==> src/rtl/mat_stream_engine_if.sv <==
// Bus bundle for mat_stream_engine: run control, operand reads, functional-unit
// handoff and result writes. The engine is the master; memories/FU/host are the slave.
interface mat_stream_engine_if #(
    parameter int DATA_WIDTH = 32,
    parameter int LANES      = 8,
    parameter int ADDR_WIDTH = 11
);
    localparam int WORD_W = LANES * DATA_WIDTH;

    logic                  start;
    logic [2:0]            op_code;
    logic [ADDR_WIDTH-1:0] num_words;
    logic [DATA_WIDTH-1:0] scalar;
    logic                  busy;
    logic                  done;
    logic                  err;

    logic                  a_rd_en;
    logic                  b_rd_en;
    logic [ADDR_WIDTH-1:0] a_addr;
    logic [ADDR_WIDTH-1:0] b_addr;
    logic [WORD_W-1:0]     a_rdata;
    logic [WORD_W-1:0]     b_rdata;

    logic                  fu_valid;
    logic                  fu_sel;
    logic [WORD_W-1:0]     fu_a;
    logic [WORD_W-1:0]     fu_b;
    logic [WORD_W-1:0]     fu_res;

    logic                  r_wr_en;
    logic [ADDR_WIDTH-1:0] r_addr;
    logic [WORD_W-1:0]     r_wdata;
    logic                  r_ready;

    modport master (
        input  start, op_code, num_words, scalar, a_rdata, b_rdata, fu_res, r_ready,
        output busy, done, err, a_rd_en, b_rd_en, a_addr, b_addr,
               fu_valid, fu_sel, fu_a, fu_b, r_wr_en, r_addr, r_wdata
    );

    modport slave (
        output start, op_code, num_words, scalar, a_rdata, b_rdata, fu_res, r_ready,
        input  busy, done, err, a_rd_en, b_rd_en, a_addr, b_addr,
               fu_valid, fu_sel, fu_a, fu_b, r_wr_en, r_addr, r_wdata
    );
endinterface

==> src/rtl/mat_stream_engine.sv <==
// Streams LANES-wide words from operand memories through an external functional unit
// and writes results back, with a credit-limited result FIFO absorbing write backpressure.
module mat_stream_engine #(
    parameter int DATA_WIDTH = 32,
    parameter int LANES      = 8,
    parameter int ADDR_WIDTH = 11,
    parameter int ADD_LAT    = 7,
    parameter int MUL_LAT    = 5,
    parameter int FIFO_DEPTH = 16,
    parameter int A_BASE     = 0,
    parameter int B_BASE     = 512,
    parameter int R_BASE     = 1024
) (
    input logic                 clock,
    input logic                 reset,
    mat_stream_engine_if.master bus
);
    localparam int WORD_W  = LANES * DATA_WIDTH;
    localparam int MAX_LAT = (ADD_LAT > MUL_LAT) ? ADD_LAT : MUL_LAT;
    localparam int PW      = (FIFO_DEPTH > 1) ? $clog2(FIFO_DEPTH) : 1;
    localparam int CW      = $clog2(FIFO_DEPTH + 1);

    localparam logic [2:0]    OP_MAT_ADD   = 3'd1;
    localparam logic [2:0]    OP_SCAL_MUL  = 3'd2;
    localparam logic [2:0]    OP_SCAL_ADD  = 3'd3;
    localparam logic [CW-1:0] DEPTH_CNT    = CW'(FIFO_DEPTH);
    localparam logic [CW:0]   DEPTH_CREDIT = (CW + 1)'(FIFO_DEPTH);

    // The FIFO must hold every result already in the FU pipe when writes stall.
    if (FIFO_DEPTH < MAX_LAT + 2) begin : g_depth_check
        $error("FIFO_DEPTH must be at least max(ADD_LAT, MUL_LAT) + 2");
    end

    typedef enum logic [1:0] {S_IDLE, S_RUN, S_DONE} state_t;

    state_t                state, state_nxt;
    logic [2:0]            op_q;
    logic [ADDR_WIDTH-1:0] num_q;
    logic [DATA_WIDTH-1:0] scalar_q;
    logic                  err_q;
    logic [ADDR_WIDTH-1:0] issued;
    logic [ADDR_WIDTH-1:0] written;
    logic [CW-1:0]         inflight;
    logic [CW-1:0]         count;
    logic                  fu_valid_q;
    logic [MAX_LAT-1:0]    pipe;
    logic [WORD_W-1:0]     fifo_mem [FIFO_DEPTH];
    logic [PW-1:0]         wr_ptr;
    logic [PW-1:0]         rd_ptr;

    logic legal_op;
    logic rd_fire;
    logic push;
    logic pop;

    function automatic logic [PW-1:0] ptr_inc(input logic [PW-1:0] p);
        return (p == PW'(FIFO_DEPTH - 1)) ? '0 : p + PW'(1);
    endfunction

    assign legal_op = (bus.op_code == OP_MAT_ADD) || (bus.op_code == OP_SCAL_MUL) ||
                      (bus.op_code == OP_SCAL_ADD);

    // Credits use registered counts only, so a pop frees its slot one cycle later.
    assign rd_fire = (state == S_RUN) && (issued < num_q) &&
                     (({1'b0, inflight} + {1'b0, count}) < DEPTH_CREDIT);
    assign push    = (op_q == OP_SCAL_MUL) ? pipe[MUL_LAT-1] : pipe[ADD_LAT-1];
    assign pop     = (count != '0) && bus.r_ready;

    always_ff @(posedge clock) begin
        if (reset) state <= S_IDLE;
        else       state <= state_nxt;
    end

    always_comb begin
        // NOTE: every output of this block gets a default first, so no path can infer a latch.
        state_nxt = state;
        bus.busy  = 1'b0;
        bus.done  = 1'b0;
        unique case (state)
            S_IDLE: begin
                if (bus.start && legal_op)
                    state_nxt = (bus.num_words == '0) ? S_DONE : S_RUN;
            end
            S_RUN: begin
                bus.busy = 1'b1;
                if (pop && (written + ADDR_WIDTH'(1) == num_q)) state_nxt = S_DONE;
            end
            S_DONE: begin
                bus.busy  = 1'b1;
                bus.done  = 1'b1;
                state_nxt = S_IDLE;
            end
            default: state_nxt = S_IDLE;
        endcase
    end

    // NOTE: sequential state uses non-blocking assignments so every register sees pre-edge values.
    always_ff @(posedge clock) begin
        if (reset) begin
            op_q       <= '0;
            num_q      <= '0;
            scalar_q   <= '0;
            err_q      <= 1'b0;
            issued     <= '0;
            written    <= '0;
            inflight   <= '0;
            count      <= '0;
            fu_valid_q <= 1'b0;
            pipe       <= '0;
            wr_ptr     <= '0;
            rd_ptr     <= '0;
        end else begin
            assert (!(push && !pop && count == DEPTH_CNT));
            if (state == S_IDLE && bus.start) begin
                op_q     <= bus.op_code;
                num_q    <= bus.num_words;
                scalar_q <= bus.scalar;
                err_q    <= !legal_op;
                issued   <= '0;
                written  <= '0;
            end
            if (rd_fire) issued  <= issued + ADDR_WIDTH'(1);
            if (pop)     written <= written + ADDR_WIDTH'(1);

            fu_valid_q <= rd_fire;
            pipe       <= (pipe << 1) | MAX_LAT'(fu_valid_q);

            unique case ({rd_fire, push})
                2'b10:   inflight <= inflight + CW'(1);
                2'b01:   inflight <= inflight - CW'(1);
                default: ;
            endcase
            unique case ({push, pop})
                2'b10:   count <= count + CW'(1);
                2'b01:   count <= count - CW'(1);
                default: ;
            endcase
            if (push) wr_ptr <= ptr_inc(wr_ptr);
            if (pop)  rd_ptr <= ptr_inc(rd_ptr);
        end
    end

    // NOTE: storage is not reset; the zeroed count and pointers make stale entries unreachable.
    always_ff @(posedge clock) begin
        if (push) fifo_mem[wr_ptr] <= bus.fu_res;
    end

    // Addresses and data are forced to zero whenever their strobe is low.
    assign bus.err      = err_q;
    assign bus.a_rd_en  = rd_fire;
    assign bus.b_rd_en  = rd_fire && (op_q == OP_MAT_ADD);
    assign bus.a_addr   = bus.a_rd_en ? ADDR_WIDTH'(A_BASE) + issued : '0;
    assign bus.b_addr   = bus.b_rd_en ? ADDR_WIDTH'(B_BASE) + issued : '0;
    assign bus.fu_valid = fu_valid_q;
    assign bus.fu_sel   = (op_q == OP_SCAL_MUL);
    assign bus.fu_a     = fu_valid_q ? bus.a_rdata : '0;
    assign bus.fu_b     = !fu_valid_q ? '0 :
                          (op_q == OP_MAT_ADD) ? bus.b_rdata : {LANES{scalar_q}};
    assign bus.r_wr_en  = (count != '0);
    assign bus.r_addr   = bus.r_wr_en ? ADDR_WIDTH'(R_BASE) + written : '0;
    assign bus.r_wdata  = bus.r_wr_en ? fifo_mem[rd_ptr] : '0;
endmodule

==> src/flat_wrapper.sv <==
// flat-port wrapper written by rule: the top's interface ports become plain ports
module mat_stream_engine_flat 
#(
    parameter int DATA_WIDTH = 32,
    parameter int LANES      = 8,
    parameter int ADDR_WIDTH = 11,
    parameter int ADD_LAT    = 7,
    parameter int MUL_LAT    = 5,
    parameter int FIFO_DEPTH = 16,
    parameter int A_BASE     = 0,
    parameter int B_BASE     = 512,
    parameter int R_BASE     = 1024
)
  (clock, reset, bus_start, bus_op_code, bus_num_words, bus_scalar, bus_a_rdata, bus_b_rdata, bus_fu_res, bus_r_ready, bus_busy, bus_done, bus_err, bus_a_rd_en, bus_b_rd_en, bus_a_addr, bus_b_addr, bus_fu_valid, bus_fu_sel, bus_fu_a, bus_fu_b, bus_r_wr_en, bus_r_addr, bus_r_wdata);
  mat_stream_engine_if #(.DATA_WIDTH(DATA_WIDTH), .LANES(LANES), .ADDR_WIDTH(ADDR_WIDTH)) bus_i ();
  input logic clock;
  input logic reset;
  input wire logic [$bits(bus_i.start)-1:0] bus_start;
  input wire logic [$bits(bus_i.op_code)-1:0] bus_op_code;
  input wire logic [$bits(bus_i.num_words)-1:0] bus_num_words;
  input wire logic [$bits(bus_i.scalar)-1:0] bus_scalar;
  input wire logic [$bits(bus_i.a_rdata)-1:0] bus_a_rdata;
  input wire logic [$bits(bus_i.b_rdata)-1:0] bus_b_rdata;
  input wire logic [$bits(bus_i.fu_res)-1:0] bus_fu_res;
  input wire logic [$bits(bus_i.r_ready)-1:0] bus_r_ready;
  output wire logic [$bits(bus_i.busy)-1:0] bus_busy;
  output wire logic [$bits(bus_i.done)-1:0] bus_done;
  output wire logic [$bits(bus_i.err)-1:0] bus_err;
  output wire logic [$bits(bus_i.a_rd_en)-1:0] bus_a_rd_en;
  output wire logic [$bits(bus_i.b_rd_en)-1:0] bus_b_rd_en;
  output wire logic [$bits(bus_i.a_addr)-1:0] bus_a_addr;
  output wire logic [$bits(bus_i.b_addr)-1:0] bus_b_addr;
  output wire logic [$bits(bus_i.fu_valid)-1:0] bus_fu_valid;
  output wire logic [$bits(bus_i.fu_sel)-1:0] bus_fu_sel;
  output wire logic [$bits(bus_i.fu_a)-1:0] bus_fu_a;
  output wire logic [$bits(bus_i.fu_b)-1:0] bus_fu_b;
  output wire logic [$bits(bus_i.r_wr_en)-1:0] bus_r_wr_en;
  output wire logic [$bits(bus_i.r_addr)-1:0] bus_r_addr;
  output wire logic [$bits(bus_i.r_wdata)-1:0] bus_r_wdata;
  assign bus_i.start = bus_start;
  assign bus_i.op_code = bus_op_code;
  assign bus_i.num_words = bus_num_words;
  assign bus_i.scalar = bus_scalar;
  assign bus_i.a_rdata = bus_a_rdata;
  assign bus_i.b_rdata = bus_b_rdata;
  assign bus_i.fu_res = bus_fu_res;
  assign bus_i.r_ready = bus_r_ready;
  assign bus_busy = bus_i.busy;
  assign bus_done = bus_i.done;
  assign bus_err = bus_i.err;
  assign bus_a_rd_en = bus_i.a_rd_en;
  assign bus_b_rd_en = bus_i.b_rd_en;
  assign bus_a_addr = bus_i.a_addr;
  assign bus_b_addr = bus_i.b_addr;
  assign bus_fu_valid = bus_i.fu_valid;
  assign bus_fu_sel = bus_i.fu_sel;
  assign bus_fu_a = bus_i.fu_a;
  assign bus_fu_b = bus_i.fu_b;
  assign bus_r_wr_en = bus_i.r_wr_en;
  assign bus_r_addr = bus_i.r_addr;
  assign bus_r_wdata = bus_i.r_wdata;
  mat_stream_engine #(.DATA_WIDTH(DATA_WIDTH), .LANES(LANES), .ADDR_WIDTH(ADDR_WIDTH), .ADD_LAT(ADD_LAT), .MUL_LAT(MUL_LAT), .FIFO_DEPTH(FIFO_DEPTH), .A_BASE(A_BASE), .B_BASE(B_BASE), .R_BASE(R_BASE)) u_core (.clock(clock), .reset(reset), .bus(bus_i));
endmodule
==> config.mk <==
export PLATFORM = sky130hd
export DESIGN_NAME = mat_stream_engine_flat
export DESIGN_NICKNAME = d
export VERILOG_FILES = /design/src/rtl/mat_stream_engine_if.sv /design/src/rtl/mat_stream_engine.sv /design/src/flat_wrapper.sv
export SDC_FILE = /design/constraint.sdc
export NUM_CORES = 2
export LEC_CHECK = 0
export BUFFER_PORTS_ARGS = -buffer_cell sky130_fd_sc_hd__buf_2
export CAP_MARGIN = 20
export CORE_ASPECT_RATIO = 1.5
export CORE_MARGIN = 2
export CORE_UTILIZATION = 30
export DETAILED_ROUTE_END_ITERATION = 7
export PLACE_DENSITY = 0.52
export SLEW_MARGIN = 20
export SYNTH_ARGS = -nofsm -noshare
export SYNTH_HDL_FRONTEND = slang
export SYNTH_SLANG_ARGS = --single-unit
==> constraint.sdc <==
create_clock -name clock -period 27.2 [get_ports clock]
set_clock_uncertainty 0.15 [all_clocks]
set_input_delay 0 -clock clock [delete_from_list [all_inputs] [get_ports clock]]
set_output_delay 0 -clock clock [all_outputs]
set_load 0.01 [all_outputs]
# Yosys cells after proc, flatten, opt, wreduce, memory -nomap -nowiden
# Memory sizes are Yosys's and may differ from the RTL's. A register that Yosys moved wholly into a read port is not among the register bits.
# Cells that the tools add are included.
# Widths: inputs -> output; s select.
dict set report word_totals {
  out_inout_bits 809
  romBits 0
  n_memories 1
  reg_bits 97
  elab_cells 88
  in_bits 818
  latchBits 0
  ramBits 4096
}
# name words word_bits rd rd_ports_with_merged_regs write_ports line
set mem_list {}
lappend mem_list {u_core.fifo_mem 16 256 1 1 1 mat_stream_engine.sv:47} ;# logic [WORD_W-1:0] fifo_mem [FIFO_DEPTH];
dict set report op_classes {
  n_reduce_logical 19
  shifts 0
  muxes 25
  n_div 0
  n_mul 0
  n_eq_ne 16
  magnitude_cmp 2
  bitwise 1
  n_addsub 11
}
# operator count
set ops {}
lappend ops {{$mux 256} 4}
lappend ops {{$mux 11} 6}
lappend ops {{$add 11x1->11 const B} 2}
lappend ops {{$pmux 5 s2} 2}
lappend ops {{$mux 4} 4}
lappend ops {{$add 10x11->11 const A} 1}
lappend ops {{$add 11x11->11 const A} 1}
lappend ops {{$eq 11x11->1} 1}
lappend ops {{$logic_not 11->1} 1}
lappend ops {{$lt 11x11->1} 1}
lappend ops {{$add 5x1->5 const B} 2}
lappend ops {{$sub 5x1->5 const B} 2}
lappend ops {{$eq 3x2->1 const B} 3}
lappend ops {{$add 4x1->4 const B} 2}
lappend ops {{$eq 4x4->1 const B} 2}
lappend ops {{$reduce_bool 2->1} 4}
lappend ops {{$logic_and 1x1->1} 7}
lappend ops {{$or 7x1->7} 1}
lappend ops {{$add 5x5->6} 1}
lappend ops {{$eq 2x1->1 const B} 3}
lappend ops {{$eq 2x2->1 const B} 3}
lappend ops {{$eq 3x1->1 const B} 2}
lappend ops {{$lt 6x5->1 const B} 1}
lappend ops {{$mux 2} 3}
lappend ops {{other kinds (10)} 15}

# Longest topological paths before layout
dict set report logic_depth {
  word_depth 6
  ltp_mapped 19
  ltp_nobuf 17
}

# Least setup slack after synthesis
# Ideal clock, no wire load.
dict set report synth_path {
  path_kind {reg-to-reg}
  from {reg u_core.op_q[1]}
  to {mem u_core.fifo_mem[3][0] (netlist bit), enable pin}
  required_ns 25.862
  path_buffers 0
  path_stages_with_launch 5
  setup_slack_ns 7.401
  setup_ns 1.188
  period_less_slack_ns 19.799
  t_arrival_ns 18.461
  cell_sequence {dfxtp_1 -> nor3b_1 -> mux2_2 -> nand2_1 -> nor3_1}
}
dict set report synth_via {
  elab_chain_cells 4
}
# item line
set synth_lines {}
lappend synth_lines {{start: declaration} mat_stream_engine.sv:37} ;# logic [2:0] op_q;
lappend synth_lines {{start signal: assignment} mat_stream_engine.sv:115} ;# op_q <= bus.op_code;
lappend synth_lines {{$eq 3x2->1} n/a}
lappend synth_lines {{net bus_fu_sel} flat_wrapper.sv:34} ;# output wire logic [$bits(bus_i.fu_sel)-1:0] bus_fu_sel;
lappend synth_lines {{$mux 1} mat_stream_engine.sv:66} ;# assign push = (op_q == OP_SCAL_MUL) ? pipe[MUL_LAT-1] : pipe[ADD_LAT-1];
lappend synth_lines {{net u_core.push} mat_stream_engine.sv:53} ;# logic push;
lappend synth_lines {{$mux 1} mat_stream_engine.sv:145} ;# if (push) fifo_mem[wr_ptr] <= bus.fu_res;
lappend synth_lines {{$mux 1 (implied by the code)} mat_stream_engine.sv:145}
lappend synth_lines {{end: declaration} mat_stream_engine.sv:47}
# The timed path passes the listed nets, and every way through them passes these cells.

==> impl_results.md <==
- Port Buf Inserts: 1626
- Net Sw Power: 0.00321 W
- Largest net degree at the start of global routing: ~210
- Post-Route Utilization: 0.370
- Min Hold Slack: 0.157 ns
- Prevailing post-synth register cell: edfxtp_1
- Hold EP: bus_fu_a[147]
- Total Wirelength: around 680000 um
- Worst-Margin Slew: 1.26 ns
- CORE AREA: around 550000 um2
- Yosys cell types: 45
- Commonest non-fill, non-tap cell in the layout: edfxtp_1
- Vias in the first global route: ~92000
- Peak VDD IR: 0.0626 mV
- Post-Syn Nets: ~8400
- Synthesized area per cell: 21.9 um2
- Fillers: roughly 51000
- Sequential share of power: 0.520
- Final Hold Viols: 0
- Yosys Warn Count: 0
- Worst-Skew Late Latency: between 0.9 and 1 ns
- Element type at the critical path start: flip-flop
- Post-CTS Setup Bufs: 0
- TritonCTS buffer count: a little under 400
- Post-CTS Resized: 0
- Lkg Pwr: 65.2 nW
- Ports: approximately 1600
- First-pass GRT wire length: slightly below 900000 um
- R2R depth: 9
- Initial core utilization: 0.301
- Fin crit period: around 8.6 ns
- Worst hold stages: 3
- Routed len/inst: about 38 um
- RSZ-0062 raised after global routing: false
- GRT Overall Usage: 0.238
- Slew HR: 0.162
- Post-synth EDFFs: a little over 4000
- Fraction of layout cells with a size suffix above 1: 0.358
- Htree depth: 5
- Die width: about 610 um
- Routed Antenna Nets: 0
- Overall power: 0.0137 W
- Clock Sinks: between 4000 and 5000
- Crit. End Element: output port
- Worst EP arrival: between 8 and 9 ns
- Via density: 4.99
- Max-slew violations: 0
- Grt total ovfl: 0
- DP HPWL: around 470000 um
- Root Driver: clkbuf_16
- P_int: 0.0105 W
- Power Density: about 68 nW/um2
- Ys async rst share: 0
- Post-synthesis register bit count: between 4000 and 5000
- Reg2reg setup slack: about 21 ns
- Final Cycle Share: 0.316
- Hold crit path type: input pin to output port
- CP required: 27.05 ns
- Die ar.: between 500000 and 600000 um2
- Status: completed
- Area growth syn-to-layout: 22.7%
- Number of remaining DRC errors: 0
- Reg-to-Reg End: u_core.fifo_mem[9][49]
- Drt first-iter violations: a little over 8000
- Register area share after synthesis: 0.757
- Hold_sp: bus_a_rdata[147]
- Commonest cells after routing, fill and taps aside: edfxtp_1 (4096), buf_2 (1625), mux4_2 (1271)
- Crit Path Max Fanout: just over 90
- Nets@finish: roughly 11000
- Max Cap Violations: 0
- Cells after Synth: 7535
- Reg clk slew, reported paths: around 0.070 ns
- Final setup vio count: 0
- Via count: 88951
- GP Congestion: around 0.94
- Max Freq: between 100 and 150 MHz
- # rows: ~330
- TritonCTS clock tree: built
- Die height: about 910 um
- Syn Std Cell Area: between 150000 and 200000 um2
- DRT Pass-1 Iters: 7
- Clk pwr share: 0.403
- Antenna violations before repair: approximately 380
- Worst reg2reg startpoint: u_core.op_q[1]
- Crit Path Class: flip-flop to output port
- CTS Buffer Depth: 4
- Setup TNS Final: 0 ns
- Switching Share: 0.234
- Gate power share: 0.077
[power groups by stage]
stage               Combinational, W  Clock, W  Sequential [W]
floorplan                   0.000302         0         0.00726
global placement            0.000938         0         0.00727
detailed placement          0.000944         0         0.00727
CTS                          0.00107   0.00565         0.00713
global route                 0.00108   0.00587         0.00713
finish                       0.00105   0.00553         0.00713
[cell usage after synthesis (2+ instances only)]
cell      number  area, um2
or4_1          2       15.0
and3_1        15       93.8
nand3_1       22        110
mux4_2      1271      28600
and2_1       534       3340
clkbuf_1     319       1200
buf_4         10       75.1
edfxtp_1    4096     123000
nand2_1      121        454
buf_1         41        154
xor2_1        13        114
inv_1         19       71.3
buf_2         73        365
nor4_1         6       37.5
a311oi_1       3       26.3
mux2i_1        3       30.0
nor3_1        13       65.1
nand3b_1       5       37.5
o21ai_0        7       35.0
nand2b_1       9       56.3
a211oi_1       4       30.0
a21oi_1      339       1700
a31oi_1        9       56.3
or3_1          8       50.1
inv_2          6       22.5
mux4_1         9        236
xnor2_1       15        131
dfxtp_1      101       2020
buf_6         29        327
o21ai_1       12       60.1
nor2b_1      307       1920
a22oi_1        2       15.0
a21o_1         6       45.0
nor2_1        59        221
ha_1          31        388
nand4_1        7       43.8
[state kept, by name, summed over array words and instances (netlist names), 5 cells and up, named ones only]
signal and count:
u_core.scalar_q 32, u_core.pipe 7, u_core.fifo_mem 4096, u_core.count 5
u_core.num_q 11, u_core.inflight 5, u_core.issued 11, u_core.written 11
[per-layer routing]
layer	global-route usage	part of all wire	up-vias
li1	-	-	36436
met1	0.239	0.33	47844
met3	0.0516	0.060	1170
met2	0.445	0.54	3303
met4	0.141	0.069	198
met5	0	0.0019	-
[through the flow]
step                      cell area [um2]  setup WS (ns)  std cells
after floorplan                    165000           7.40       7535
after CTS                          202000          18.10      17487
after detailed placement           182000          19.14      16080
after global routing               203000          17.71      17754
final                              203000          18.59      17832
after global placement             182000          19.29      16079
[area by class of cell]
class / instances / area, um2 / share of cell area
clock inverters: 249 / 2570 / 0.0127
inverters: 25 / 101 / 0.000500
diodes: 343 / 858 / 0.00423
repair buffers: 2516 / 16800 / 0.0830
well taps: 7202 / 9010 / 0.0445
clock buffers: 459 / 10100 / 0.0499
multi-input cells: 2841 / 38200 / 0.188
flip-flops and latches: 4197 / 125000 / 0.617
[how the worst max path moves through the flow]
stage | startpoint | endpoint | slack, ns | cells after the start
2_1_floorplan | u_core.op_q[1] | u_core.fifo_mem[3][0] | 7.40 | 4
6_report | flip-flop | bus_r_wdata[71] | 18.59 | 11
5_1_grt | flip-flop | bus_r_wdata[88] | 17.71 | 11
3_3_place_gp | flip-flop | bus_r_wdata[88] | 19.29 | 11
3_5_place_dp | flip-flop | bus_r_wdata[88] | 19.14 | 11
4_1_cts | flip-flop | bus_r_wdata[88] | 18.10 | 11
[worst max-delay path, cell delays in order (launching register included)]
cell,delay [ns]
dfxtp_4,0.63
buf_4,0.63
buf_4,0.70
buf_12,0.56
buf_4,0.64
buf_4,0.83
buf_4,0.74
buf_4,0.74
mux4_2,0.61
mux4_2,0.53
and2_1,0.27
buf_2,0.18
[cells by family (layout without fill, tap and decap cells)]
family / Yosys count / after routing / synth area share
other: 0 / 343 / 0
and+or+nand+nor: 1111 / 1111 / 0.0392
AOI/OAI and AO/OA: 386 / 386 / 0.0121
xor gates and xnor gates: 28 / 28 / 0.00148
buffers and inverters: 497 / 3249 / 0.0134
muxes: 1284 / 1284 / 0.175
adders and majority gates: 32 / 32 / 0.00247
DFF: 4197 / 4197 / 0.757
[repair_timing]
item	4_1_cts	5_1_grt
hold buffers	699	0
setup endpoints to repair	0	0
endpoints found under the hold margin	4197	0
No activity file was read; power rests on OpenSTA's default activity.
